File: src/rtl/i2c_pkg.sv
// Shared I2C definitions: SCL phase encoding and divisor limits used by the
// SCL phase generator and the byte/bit controller.
package i2c_pkg;

  localparam int unsigned I2C_CNT_W = 16;
  localparam int unsigned MIN_QDIV  = 2;

  typedef enum logic [2:0] {
    IDLE = 3'd0,
    LO1  = 3'd1,
    LO2  = 3'd2,
    HI1  = 3'd3,
    HI2  = 3'd4
  } phase_e;

endpackage

File: src/rtl/i2c_scl_phase_gen_if.sv
// Controller-side bundle of the SCL phase generator: run/divisor controls,
// bus SCL level, and the SCL drive level plus timing strobes.
interface i2c_scl_phase_gen_if #(
  parameter int unsigned CNT_W = 16
);
  logic             en;
  logic             div_load;
  logic [CNT_W-1:0] div_val;
  logic             scl_in;
  logic             scl_out;
  logic             scl_fall_stb;
  logic             scl_rise_stb;
  logic             sda_chg_stb;
  logic             sda_smp_stb;
  logic             busy;
  logic             stretching;

  modport master (
    output en, div_load, div_val, scl_in,
    input  scl_out, scl_fall_stb, scl_rise_stb, sda_chg_stb, sda_smp_stb,
           busy, stretching
  );

  modport slave (
    input  en, div_load, div_val, scl_in,
    output scl_out, scl_fall_stb, scl_rise_stb, sda_chg_stb, sda_smp_stb,
           busy, stretching
  );
endinterface

File: src/rtl/i2c_qtr_counter.sv
// Quarter-period counter: counts 0..q-1 with q = max(div, MIN_QDIV),
// flags the terminal count, and can be frozen by a hold request.
module i2c_qtr_counter
  import i2c_pkg::*;
#(
  parameter int unsigned CNT_W = I2C_CNT_W
) (
  input  logic             REF_CLK,
  input  logic             RESET,
  input  logic             run,
  input  logic             hold,
  input  logic [CNT_W-1:0] div,
  output logic [CNT_W-1:0] cnt,
  output logic             tc_c
);

  logic [CNT_W-1:0] q_eff;

  // Divisors below the minimum would give a zero-length or single-cycle phase.
  always_comb begin
    q_eff = div;
    if (div < CNT_W'(MIN_QDIV)) begin
      q_eff = CNT_W'(MIN_QDIV);
    end
    tc_c = run && !hold && (cnt == (q_eff - CNT_W'(1)));
  end

  always_ff @(posedge REF_CLK) begin
    if (RESET) begin
      cnt <= '0;
    end else if (!run || tc_c) begin
      cnt <= '0;
    end else if (!hold) begin
      cnt <= cnt + CNT_W'(1);
    end
  end

endmodule

File: src/rtl/i2c_scl_phase_gen.sv
// I2C SCL timing generator: four-phase SCL FSM with programmable quarter period
// and single-cycle edge/SDA strobes. Optional slave clock stretching under
// macro I2C_SCL_STRETCH_EN.
module i2c_scl_phase_gen
  import i2c_pkg::*;
#(
  parameter int unsigned CNT_W        = I2C_CNT_W,
  parameter int unsigned DEFAULT_QDIV = 250
) (
  input  logic                 REF_CLK,
  input  logic                 RESET,
  i2c_scl_phase_gen_if.slave   bus
);

  phase_e           state_q, state_d;
  logic [CNT_W-1:0] shadow_q, active_q;
  logic [CNT_W-1:0] cnt;
  logic             tc_c;
  logic             hold_c;
  logic             load_active_c;

  logic scl_q, scl_d;
  logic fall_q, fall_d;
  logic rise_q, rise_d;
  logic chg_q, chg_d;
  logic smp_q, smp_d;
  logic busy_q;
  logic stretch_q;

`ifdef I2C_SCL_STRETCH_EN
  // First HI1 cycle is skipped so the bus has time to rise after release.
  assign hold_c = (state_q == HI1) && (cnt != '0) && !bus.scl_in;
`else
  assign hold_c = 1'b0;
`endif

  i2c_qtr_counter #(
    .CNT_W (CNT_W)
  ) u_qtr_counter (
    .REF_CLK (REF_CLK),
    .RESET   (RESET),
    .run     (state_q != IDLE),
    .hold    (hold_c),
    .div     (active_q),
    .cnt     (cnt),
    .tc_c    (tc_c)
  );

  // Next phase and the output values that take effect on phase entry.
  always_comb begin
    state_d       = state_q;
    scl_d         = scl_q;
    fall_d        = 1'b0;
    rise_d        = 1'b0;
    chg_d         = 1'b0;
    smp_d         = 1'b0;
    load_active_c = 1'b0;
    case (state_q)
      IDLE: begin
        scl_d = 1'b1;
        if (bus.en) begin
          state_d       = LO1;
          scl_d         = 1'b0;
          fall_d        = 1'b1;
          load_active_c = 1'b1;
        end
      end
      LO1: if (tc_c) begin
        state_d = LO2;
        chg_d   = 1'b1;
      end
      LO2: if (tc_c) begin
        state_d = HI1;
        scl_d   = 1'b1;
        rise_d  = 1'b1;
      end
      HI1: if (tc_c) begin
        state_d = HI2;
        smp_d   = 1'b1;
      end
      HI2: if (tc_c) begin
        if (bus.en) begin
          state_d       = LO1;
          scl_d         = 1'b0;
          fall_d        = 1'b1;
          load_active_c = 1'b1;
        end else begin
          state_d = IDLE;
        end
      end
      default: begin
        state_d = IDLE;
        scl_d   = 1'b1;
      end
    endcase
  end

  always_ff @(posedge REF_CLK) begin
    if (RESET) begin
      state_q   <= IDLE;
      shadow_q  <= CNT_W'(DEFAULT_QDIV);
      active_q  <= CNT_W'(DEFAULT_QDIV);
      scl_q     <= 1'b1;
      fall_q    <= 1'b0;
      rise_q    <= 1'b0;
      chg_q     <= 1'b0;
      smp_q     <= 1'b0;
      busy_q    <= 1'b0;
      stretch_q <= 1'b0;
    end else begin
      state_q   <= state_d;
      scl_q     <= scl_d;
      fall_q    <= fall_d;
      rise_q    <= rise_d;
      chg_q     <= chg_d;
      smp_q     <= smp_d;
      busy_q    <= (state_d != IDLE);
      stretch_q <= hold_c;
      if (bus.div_load) begin
        shadow_q <= bus.div_val;
      end
      // Active reads the pre-write shadow, so a coincident load waits a period.
      if (load_active_c) begin
        active_q <= shadow_q;
      end
    end
  end

  assign bus.scl_out      = scl_q;
  assign bus.scl_fall_stb = fall_q;
  assign bus.scl_rise_stb = rise_q;
  assign bus.sda_chg_stb  = chg_q;
  assign bus.sda_smp_stb  = smp_q;
  assign bus.busy         = busy_q;
  assign bus.stretching   = stretch_q;

endmodule

File: src/flat_wrapper.sv
// flat-port wrapper written by rule: the top's interface ports become plain ports
module i2c_scl_phase_gen_flat import i2c_pkg::*;
#(
  parameter int unsigned CNT_W        = I2C_CNT_W,
  parameter int unsigned DEFAULT_QDIV = 250
)
  (REF_CLK, RESET, bus_en, bus_div_load, bus_div_val, bus_scl_in, bus_scl_out, bus_scl_fall_stb, bus_scl_rise_stb, bus_sda_chg_stb, bus_sda_smp_stb, bus_busy, bus_stretching);
  i2c_scl_phase_gen_if #(.CNT_W(CNT_W)) bus_i ();
  input  logic REF_CLK;
  input  logic RESET;
  input wire logic [$bits(bus_i.en)-1:0] bus_en;
  input wire logic [$bits(bus_i.div_load)-1:0] bus_div_load;
  input wire logic [$bits(bus_i.div_val)-1:0] bus_div_val;
  input wire logic [$bits(bus_i.scl_in)-1:0] bus_scl_in;
  output wire logic [$bits(bus_i.scl_out)-1:0] bus_scl_out;
  output wire logic [$bits(bus_i.scl_fall_stb)-1:0] bus_scl_fall_stb;
  output wire logic [$bits(bus_i.scl_rise_stb)-1:0] bus_scl_rise_stb;
  output wire logic [$bits(bus_i.sda_chg_stb)-1:0] bus_sda_chg_stb;
  output wire logic [$bits(bus_i.sda_smp_stb)-1:0] bus_sda_smp_stb;
  output wire logic [$bits(bus_i.busy)-1:0] bus_busy;
  output wire logic [$bits(bus_i.stretching)-1:0] bus_stretching;
  assign bus_i.en = bus_en;
  assign bus_i.div_load = bus_div_load;
  assign bus_i.div_val = bus_div_val;
  assign bus_i.scl_in = bus_scl_in;
  assign bus_scl_out = bus_i.scl_out;
  assign bus_scl_fall_stb = bus_i.scl_fall_stb;
  assign bus_scl_rise_stb = bus_i.scl_rise_stb;
  assign bus_sda_chg_stb = bus_i.sda_chg_stb;
  assign bus_sda_smp_stb = bus_i.sda_smp_stb;
  assign bus_busy = bus_i.busy;
  assign bus_stretching = bus_i.stretching;
  i2c_scl_phase_gen #(.CNT_W(CNT_W), .DEFAULT_QDIV(DEFAULT_QDIV)) u_core (.REF_CLK(REF_CLK), .RESET(RESET), .bus(bus_i));
endmodule
File: config.mk
export PLATFORM = sky130hd
export DESIGN_NAME = i2c_scl_phase_gen_flat
export DESIGN_NICKNAME = d
export VERILOG_FILES = /design/src/rtl/i2c_pkg.sv /design/src/rtl/i2c_scl_phase_gen_if.sv /design/src/rtl/i2c_qtr_counter.sv /design/src/rtl/i2c_scl_phase_gen.sv /design/src/flat_wrapper.sv
export SDC_FILE = /design/constraint.sdc
export NUM_CORES = 1
export LEC_CHECK = 0
export CAP_MARGIN = 30
export CORE_MARGIN = 1.5
export CORE_UTILIZATION = 40
export DETAILED_ROUTE_END_ITERATION = 7
export DONT_BUFFER_PORTS = 1
export SLEW_MARGIN = 20
export SYNTH_ARGS = -nofsm -noshare
export SYNTH_HDL_FRONTEND = slang
export SYNTH_SLANG_ARGS = --single-unit
File: constraint.sdc
create_clock -name REF_CLK -period 9.8 [get_ports REF_CLK]
set_input_delay 0.98 -clock REF_CLK [delete_from_list [all_inputs] [get_ports REF_CLK]]
set_output_delay 0.98 -clock REF_CLK [all_outputs]
set_load 0.005 [all_outputs]
==> qor.txt <==
Run status: complete, no violations
Post-route ant nets: 0
Hold/Removal Path Class: register to register
Worst Min Path Start: u_core.shadow_q[13]$_SDFFE_PP0P_
Detail Placement HPWL: 4440 um
Worst Clk Skew: 0.0116 ns
Vias in the first global route: 2,281
Max incr delay on CP: 0.48 ns
Synth area leaders: dfxtp_1 (38%), mux2i_1 (9.6%), nor2_1 (6.7%), xor2_1 (5.2%), xnor2_1 (4.6%)
Final nets: 359
Unrepaired setup endpoints after global routing: false
Count leader, synth: dfxtp_1
Max cap viols: 0
Avg WL per Cell: 13.8 um
Syn Inst Count: 343
Drc violations: 0
Final setup TNS: 0 ns
Crit path top cell by count: nand2_1
Via/cell ratio: 5.27
Tcrit/Tclk final: 44.8%
Post-synth EDFFs: 0
Clk sink count: 57
CTS root buf: clkbuf_8
Clk pin slew, worst setup/hold paths: 0.08 ns
Critical path cell sequence: nor2_1, and2_0, nand3_1, nand2_1, ha_1, nor3b_2, nand2_1, o311ai_0, o22ai_1, a2111oi_4, nand2_4, a211oi_4, buf_6, mux2i_1
CP Launch Point: u_core.active_q[4]$_SDFFE_PP1P_
Number of antenna violations at the first check in global routing: 0
Clock latency at the later pin of the worst-skew pair: 0.34 ns
N_diodes: 0
DR vias: 2,320
Pleak: 1.19 nW
Post-synthesis net count: 366
Post-CTS Setup Inserts: 0
Slowest cell on the critical path: nor2_1
CTS tree: built
Max FO, Critical Path: 12
Fin crit period: 4.39 ns
Slew HR: 48.9%
Initial DRC count: 116
Fin. Hold Viols: 0
Ports: 28
Drt first pass iters: 4
First-pass GRT wire length: 10,600 um
Worst slack, placed: 5.39 ns
Yosys cell types: 53
Critical R2R Launch: u_core.active_q[4]$_SDFFE_PP1P_
Register area share after synthesis: 37.8%
Post-route setup slack: 5.41 ns
Final setup vio count: 0
Worst VDD drop: 0.119 mV
Top FF cell, synth: dfxtp_1
Clock buffer depth: 2
Synth area leader: dfxtp_1
Startpoint Class: register
Number of synthesized register bits: 57
Post-CTS Hold Buffers: 0
Cts bufs inserted: 9
CP Capture Type: register
Share of layout cells above drive strength 1: 7.92%
Gr ovfl total: 0
Total track usage: 16.2%
Pin count of the biggest net entering global routing: 59
Mapped Avg Cell Area: 8.79 um^2
Power per Cell Area: 152 mW/mm^2
Tightest Pin Transition: 0.760 ns
Starting Density: 41.4%
Num rows: 31
Synth top cells by count: dfxtp_1 (57), nor2_1 (54), mux2i_1 (29)
Post-CTS Resized: 0
Critical path type: register to register
Syn. warnings: 0
DIE WIDTH: 89.8 um
Achievable Freq: 0.228 GHz
Crit path arrival time: 4.66 ns
Core area: 0.00729 mm^2
Area Growth Syn to Fin: 7.88%
Final Max Slew Viols: 0
H-tree depth: 3
Asr flop ratio synth: 0%
Total wire length: 6080 um
Port Buffer Count: 0
Placer Congestion: 0.867
CP required: 10.07 ns
Cell Area, Synth: 0.00302 mm^2
Die area: 0.00807 mm^2
Synth top area share: 37.8%
Die Height: 89.8 um
## through the flow
stage          utilization (%)  hold WS, ns  power (mW)  std cells  area (um^2)
6_report                  44.6        0.471       0.495        440         3250
5_1_grt                   44.6        0.490       0.520        440         3250
4_1_cts                   44.6        0.480       0.504        440         3250
3_5_place_dp              42.1        0.471       0.296        424         3070
3_3_place_gp              41.9        0.465       0.294        423         3060
2_1_floorplan                -        0.451       0.292        343         3020
## path summary, 6_finish.rpt
check                                          end  slack (ns)  depth (start not counted)
setup / recovery  u_core.active_q[15]$_SDFFE_PP0P_        5.41                         14
hold / removal    u_core.active_q[13]$_SDFFE_PP0P_        0.47                          2
setup reg to reg  u_core.active_q[15]$_SDFFE_PP0P_        5.41                         14
hold reg to reg   u_core.active_q[13]$_SDFFE_PP0P_        0.47                          2
## layout by cell type, fill, tap and decap left out, types with 2 or more instances in the layout
master	netlist	layout
dfxtp_1	57	57
nor2_1	54	54
mux2i_1	29	29
nand2b_1	19	19
xor2_1	18	18
xnor2_1	16	16
nand2_1	14	14
nand3_1	13	13
nand4_1	9	9
nor2b_1	9	9
clkbuf_8	0	9
nor3_1	8	8
a211o_1	7	7
a21oi_1	7	7
nor4_1	6	6
and3_1	6	6
inv_1	5	5
o21ai_0	4	4
or2_2	3	3
or4_1	3	3
or3_1	3	3
inv_6	0	3
o211ai_1	2	2
nand4b_1	2	2
nor3b_1	2	2
o311ai_0	2	2
ha_1	2	2
clkinvlp_4	0	2
## critical path: cells and delay by family (launching register included)
kind / cells / cell delay [ns]
flops: 1 / 0.41
buf+inv: 1 / 0.25
simple gates: 7 / 1.85
compound gates: 4 / 1.42
mux: 1 / 0.20
fa+ha+maj: 1 / 0.18
## sequential cells by signal (all words and copies together), names as in the netlist
| register | cells |
|---|---|
| u_core.active_q | 16 |
| u_core.shadow_q | 16 |
| u_core.bus.scl_fall_stb | 1 |
| u_core.bus.sda_smp_stb | 1 |
| u_core.u_qtr_counter.cnt | 16 |
| u_core.state_q | 3 |
| u_core.bus.scl_rise_stb | 1 |
| u_core.bus.scl_out | 1 |
| u_core.bus.sda_chg_stb | 1 |
| u_core.bus.busy | 1 |
## power breakdown
| part | internal (mW) | switching (mW) | leakage, nW |
|---|---|---|---|
| Combinational | 0.0205 | 0.0194 | 0.634 |
| Clock | 0.0962 | 0.109 | 0.0888 |
| Sequential | 0.240 | 0.00969 | 0.465 |
| Total | 0.357 | 0.138 | 1.19 |
## routing by layer
layer	GRT usage, %	share of wire (%)	wire (um)	up-vias
met5	0	0	0	-
met4	5.95	0.84	51	0
met3	4.74	3.8	231	5
met2	26.4	48	2910	44
met1	20.4	47	2890	1082
li1	-	-	-	1189
## logic make-up (layout without fill, tap and decap cells)
group / Yosys count / after routing / share of synthesized area [%]
simple gates: 159 / 159 / 27.8
fa+ha+maj: 2 / 2 / 0.830
xor+xnor: 34 / 34 / 9.88
other cells: 1 / 1 / 0.124
mux: 29 / 29 / 9.63
buf+inv: 24 / 22 / 3.36
flops: 57 / 57 / 37.8
compound gates: 37 / 37 / 10.5
## final cells by class
class,instances,area (um^2)
repair buffers,1,11.3
fillers,746,4040
multi-input cells,262,1770
flip-flops and latches,57,1140
clock buffers,9,124
well taps,99,124
inverters,5,18.8
clock inverters,7,61.3
Note: power is estimated with default switching activity, not from simulation.
